### src/rtl/alu_arbiter.sv
// Round-robin sharing of one external ALU between two requesters; 3 cycles per op (accept, issue, respond).
// Backpressure: a held response stalls the FSM in RESP and blocks new grants until rsp_ready.
module alu_arbiter #(
  parameter int WIDTH = 4,
  parameter int SELW  = 3
) (
  input  logic             clk,
  input  logic             rst,
  input  logic             req0_valid,
  output logic             req0_ready,
  input  logic [WIDTH-1:0] req0_A,
  input  logic [WIDTH-1:0] req0_B,
  input  logic [SELW-1:0]  req0_sel,
  input  logic             req1_valid,
  output logic             req1_ready,
  input  logic [WIDTH-1:0] req1_A,
  input  logic [WIDTH-1:0] req1_B,
  input  logic [SELW-1:0]  req1_sel,
  output logic             rsp_valid,
  input  logic             rsp_ready,
  output logic [WIDTH-1:0] rsp_Y,
  output logic             rsp_id,
  output logic             rsp_err,
  output logic [7:0]       ops_done,
  output logic [WIDTH-1:0] alu_A,
  output logic [WIDTH-1:0] alu_B,
  output logic [SELW-1:0]  alu_sel,
  input  logic [WIDTH-1:0] alu_Y
);

  typedef enum logic [1:0] {IDLE, ISSUE, RESP} state_t;

  localparam logic [SELW-1:0] SEL_MAX = SELW'(4);

  state_t           state;
  logic             last;
  logic [WIDTH-1:0] op_a;
  logic [WIDTH-1:0] op_b;
  logic [SELW-1:0]  op_sel;
  logic             op_id;
  logic             gnt0;
  logic             gnt1;

  // On a tie the requester that was not served last wins.
  always_comb begin
    gnt0 = req0_valid && (!req1_valid || last);
    gnt1 = req1_valid && (!req0_valid || !last);
    req0_ready = !rst && (state == IDLE) && gnt0;
    req1_ready = !rst && (state == IDLE) && gnt1;
  end

  // Op registers only change on a request handshake, so they also hold the ALU inputs steady outside ISSUE.
  assign alu_A   = op_a;
  assign alu_B   = op_b;
  assign alu_sel = op_sel;

  always_ff @(posedge clk or posedge rst) begin
    if (rst) begin
      state     <= IDLE;
      last      <= 1'b1;
      op_a      <= '0;
      op_b      <= '0;
      op_sel    <= '0;
      op_id     <= 1'b0;
      rsp_valid <= 1'b0;
      rsp_Y     <= '0;
      rsp_id    <= 1'b0;
      rsp_err   <= 1'b0;
      ops_done  <= 8'd0;
    end else begin
      case (state)
        IDLE: begin
          if (req0_ready) begin
            op_a   <= req0_A;
            op_b   <= req0_B;
            op_sel <= req0_sel;
            op_id  <= 1'b0;
            state  <= ISSUE;
          end else if (req1_ready) begin
            op_a   <= req1_A;
            op_b   <= req1_B;
            op_sel <= req1_sel;
            op_id  <= 1'b1;
            state  <= ISSUE;
          end
        end
        ISSUE: begin
          if (op_sel <= SEL_MAX) begin
            rsp_Y   <= alu_Y;
            rsp_err <= 1'b0;
          end else begin
            rsp_Y   <= '0;
            rsp_err <= 1'b1;
          end
          rsp_id    <= op_id;
          last      <= op_id;
          rsp_valid <= 1'b1;
          state     <= RESP;
        end
        RESP: begin
          if (rsp_ready) begin
            rsp_valid <= 1'b0;
            ops_done  <= ops_done + 8'd1;
            state     <= IDLE;
          end
        end
        default: state <= IDLE;
      endcase
    end
  end

endmodule
### config.mk
export PLATFORM = sky130hd
export DESIGN_NAME = alu_arbiter
export DESIGN_NICKNAME = d
export VERILOG_FILES = /design/src/rtl/alu_arbiter.sv
export SDC_FILE = /design/constraint.sdc
export NUM_CORES = 1
export LEC_CHECK = 0
export ABC_AREA = 1
export ABC_CLOCK_PERIOD_IN_PS = 1500
export CAP_MARGIN = 20
export CORE_UTILIZATION = 45
export DETAILED_ROUTE_END_ITERATION = 12
export DONT_BUFFER_PORTS = 1
export SYNTH_ARGS = -nofsm -noshare
export SYNTH_HDL_FRONTEND = slang
export SYNTH_SLANG_ARGS = --single-unit
### constraint.sdc
create_clock -name clk -period 1.5 [get_ports clk]
set_clock_uncertainty 0.15 [all_clocks]
set_input_delay 0.3 -clock clk [delete_from_list [all_inputs] [get_ports clk]]
set_output_delay 0.3 -clock clk [all_outputs]
set_load 0.005 [all_outputs]
==> key figures <==
Run status
  – Run status: complete, but fails checks
  – Failing checks: setup timing

Finish
  – Share of layout cells above drive strength 1: 0.2568
  – Fin cells: 268
  – Area grow syn2layout: 20.13%
  – Layout Nets: 253
  – # diodes: 0

Synth
  – Synth top area share: 0.4542
  – Most numerous cell in the Yosys netlist: nand2_1
  – Sequential fraction of the synthesis area: 0.4706
  – Register bit total from synthesis: 30
  – Top cells by count, synth: nand2_1, dfrtp_1, nand3_1
  – Net Count, Synth: 226
  – FFs w/ async S/R, synth: 1.000
  – Area leader, netlist: dfrtp_1
  – Mapped Avg Cell Area: 8.236 um2
  – Yosys warns: 0
  – Mapped Cells: 194
  – Number of distinct library cells after synthesis: 23
  – Area contributors post-synth: dfrtp_1, nand2_1, nand3_1
  – Area of the mapped netlist: 1598 um2
  – Top_reg_cell synth: dfrtp_1
  – Post-synth EDFFs: 0

Route
  – Router iterations before antenna repair: 4
  – Residual DRC count: 0
  – Post-DR vias/cell: 4.933
  – Routed WL per cell: 13.50 um
  – Iter 0 DRT Violations: 70
  – WL final: 3617 um
  – Post-route ant nets: 0
  – Total vias in the final route: 1322

Placed design
  – Post-DP HPWL: 2436 um
  – PortBufs: 0
  – Final Wtd Congestion: 0.6887
  – DP Cell Count: 244
  – Worst slack at placement: 0.04407 ns

Critical path
  – CP top delay family: flip-flops
  – Kind of critical path: register to output pin
  – Crit path max-delay cell type: dfstp_2
  – CP Buf/Inv Count: 3
  – Worst EP required: 1.05 ns
  – Critical path endpoint category: output pin
  – Critical path arrival: 1.20 ns
  – Critical Path, Cell by Cell: inv_2 -> nand2_2 -> nand2_2 -> inv_2 -> nand2_4 -> inv_2
  – Startpoint types: register
  – CP max stage delay: 0.55 ns
  – Crit-path max FO: 2
  – Most used cell along the critical path: inv_2

STA
  – RSZ-0062 raised after global routing: true
  – Hold_ws: 0.01962 ns
  – Fin crit period: 1.648 ns
  – Total Neg Setup Slack: -0.4726 ns
  – Final setup viols: 12
  – Setup ws final: -0.1479 ns
  – Final hold violation count: 0
  – Relative slew slack: 0.7416
  – Fmax: 606.8 MHz
  – Tightest Pin Transition: 0.3875 ns
  – Fin crit share: 1.099
  – Pins over their slew limit: 0

Global route
  – Total GRT Usage: 0.2064
  – Initial antenna violation count: 0
  – Number of global-route vias before repair: 1242
  – First-pass GRT wire length: 5651 um
  – Maximum number of pins on one net before global-route repair: 31
  – Grt ovf: 0

Min path
  – Worst hold path class: primary input to register

Floorplanning
  – CORE AREA: 3363 um2
  – Die area: 3793 um2
  – IO Pins: 59
  – Effective utilization at floorplan: 0.4751
  – Row count: 21
  – Die height: 61.59 um
  – Die width: 61.59 um

CTS
  – CTS tree: yes
  – CTS buffer count: 5
  – H-tree Lvls: 2
  – Root buffer cell: clkbuf_4
  – Clk_lat worst skew: 0.32 ns
  – CTS sink count: 30
  – Clk slew on worst S/H paths: 0.10 ns
  – Clock tree buffer depth: 2

Power
  – Switching pwr: 1.189 mW
  – Peak supply drop: 0.6323 mV
  – Reg power frac: 0.484
  – Switching share of total power: 0.3910
  – Clock share of power: 0.165
  – Internal power: 1.851 mW
  – Tot Pwr: 3.040 mW
  – PD cells: 1584 nW/um2
  – LEAKAGE: 1.057 nW
  – Logic gate share of total power: 0.350

Job
  – Maxcap violations: 0
power groups by stage:
stage | logic, mW | clock network [mW] | registers [mW]
finish | 1.06 | 0.503 | 1.47
global route | 1.21 | 0.567 | 1.53
CTS | 0.993 | 0.523 | 1.48
detailed placement | 0.926 | 0 | 1.49
global placement | 0.893 | 0 | 1.48
floorplan | 0.740 | 0 | 1.41
cell families (layout without fill, tap and decap cells):
kind of cell / count (synthesis) / in the layout / share of synthesized area
compound gates: 5 / 5 / 0.01958
xor+xnor: 5 / 5 / 0.02741
fa+ha+maj: 1 / 1 / 0.007830
buf+inv: 39 / 67 / 0.1088
flops: 30 / 30 / 0.4706
simple gates: 114 / 114 / 0.3657
placed cells by master (no fill, tap or decap):
cell type	netlist	final
dfstp_2	1	1
clkbuf_8	0	1
nand3_2	9	8
buf_6	2	1
nand3_1	27	27
o21ai_0	3	3
buf_12	0	1
nor2_2	1	2
xnor2_1	2	2
inv_1	25	25
nand3_4	0	1
nor2_1	5	4
clkbuf_1	0	1
dlygate4sd3_1	0	7
nor2_4	3	3
clkbuf_4	0	5
xor2_1	3	3
buf_4	3	17
dfrtp_1	29	29
o21a_1	1	1
nand2_4	2	2
clkinv_2	0	1
nand2_2	1	4
nand3b_1	2	2
a21oi_4	0	1
nand2_1	63	60
inv_2	8	8
ha_1	1	1
nor2_8	1	1
layout make-up:
class	count	area [um2]
clock inverters	1	5.005
flip-flops and latches	30	752.0
multi-input cells	125	696.9
inverters	33	123.9
well taps	46	57.56
clock buffers	7	55.05
repair buffers	26	229.0
fillers	336	1444
path summary, 6_finish.rpt:
path | cells after the start | slack (ns) | start | endpoint
min | 4 | 0.02 | req1_B[3] | alu_B[3]$_DFFE_PP0P_
max reg2reg | 10 | -0.05 | last$_DFFE_PP1P_ | alu_A[1]$_DFFE_PP0P_
max in group asynchronous | 3 | 0.54 | rst | last$_DFFE_PP1P_
min in group asynchronous | 3 | 0.34 | rst | state[1]$_DFFE_PP0P_
max | 6 | -0.15 | last$_DFFE_PP1P_ | req0_ready
min reg2reg | 2 | 0.35 | op_id$_DFFE_PP0P_ | op_id$_DFFE_PP0P_
timing repair:
action                                 in CTS  in global routing
resized for setup                           3                  5
hold buffers                                7                  0
gates cloned                                0                  1
setup endpoints to repair                   2                 13
endpoints found under the hold margin      36                  0
pin swaps                                   2                  6
setup buffers                               4                  4
per-layer routing:
layer	track usage	part of all wire	vias up
met1	0.2434	0.40	627
met2	0.3472	0.52	47
met4	0.05714	0.010	0
met5	0	0	-
li1	-	-	644
met3	0.08403	0.068	4
per-stage QoR:
| step | cell area [um2] | util |
|---|---|---|
| 6_report | 1919 | 0.5707 |
| 5_1_grt | 1919 | 0.5707 |
| 4_1_cts | 1866 | 0.5547 |
| 3_5_place_dp | 1693 | 0.5033 |
| 3_3_place_gp | 1693 | 0.5033 |
| 2_1_floorplan | 1598 | - |
registers in the layout, summed over array words and instances (netlist names):
signal	count
alu_sel	3
alu_B	4
state	2
rsp_id	1
rsp_valid	1
rsp_err	1
op_id	1
ops_done	8
last	1
rsp_Y	4
alu_A	4
tightest hold or removal path, stage by stage:
cell and delay, ns:
inv_1 0.03, nand2_1 0.04, nand3_1 0.05, nand2_1 0.04
Power figures use the tool's default switching activity.
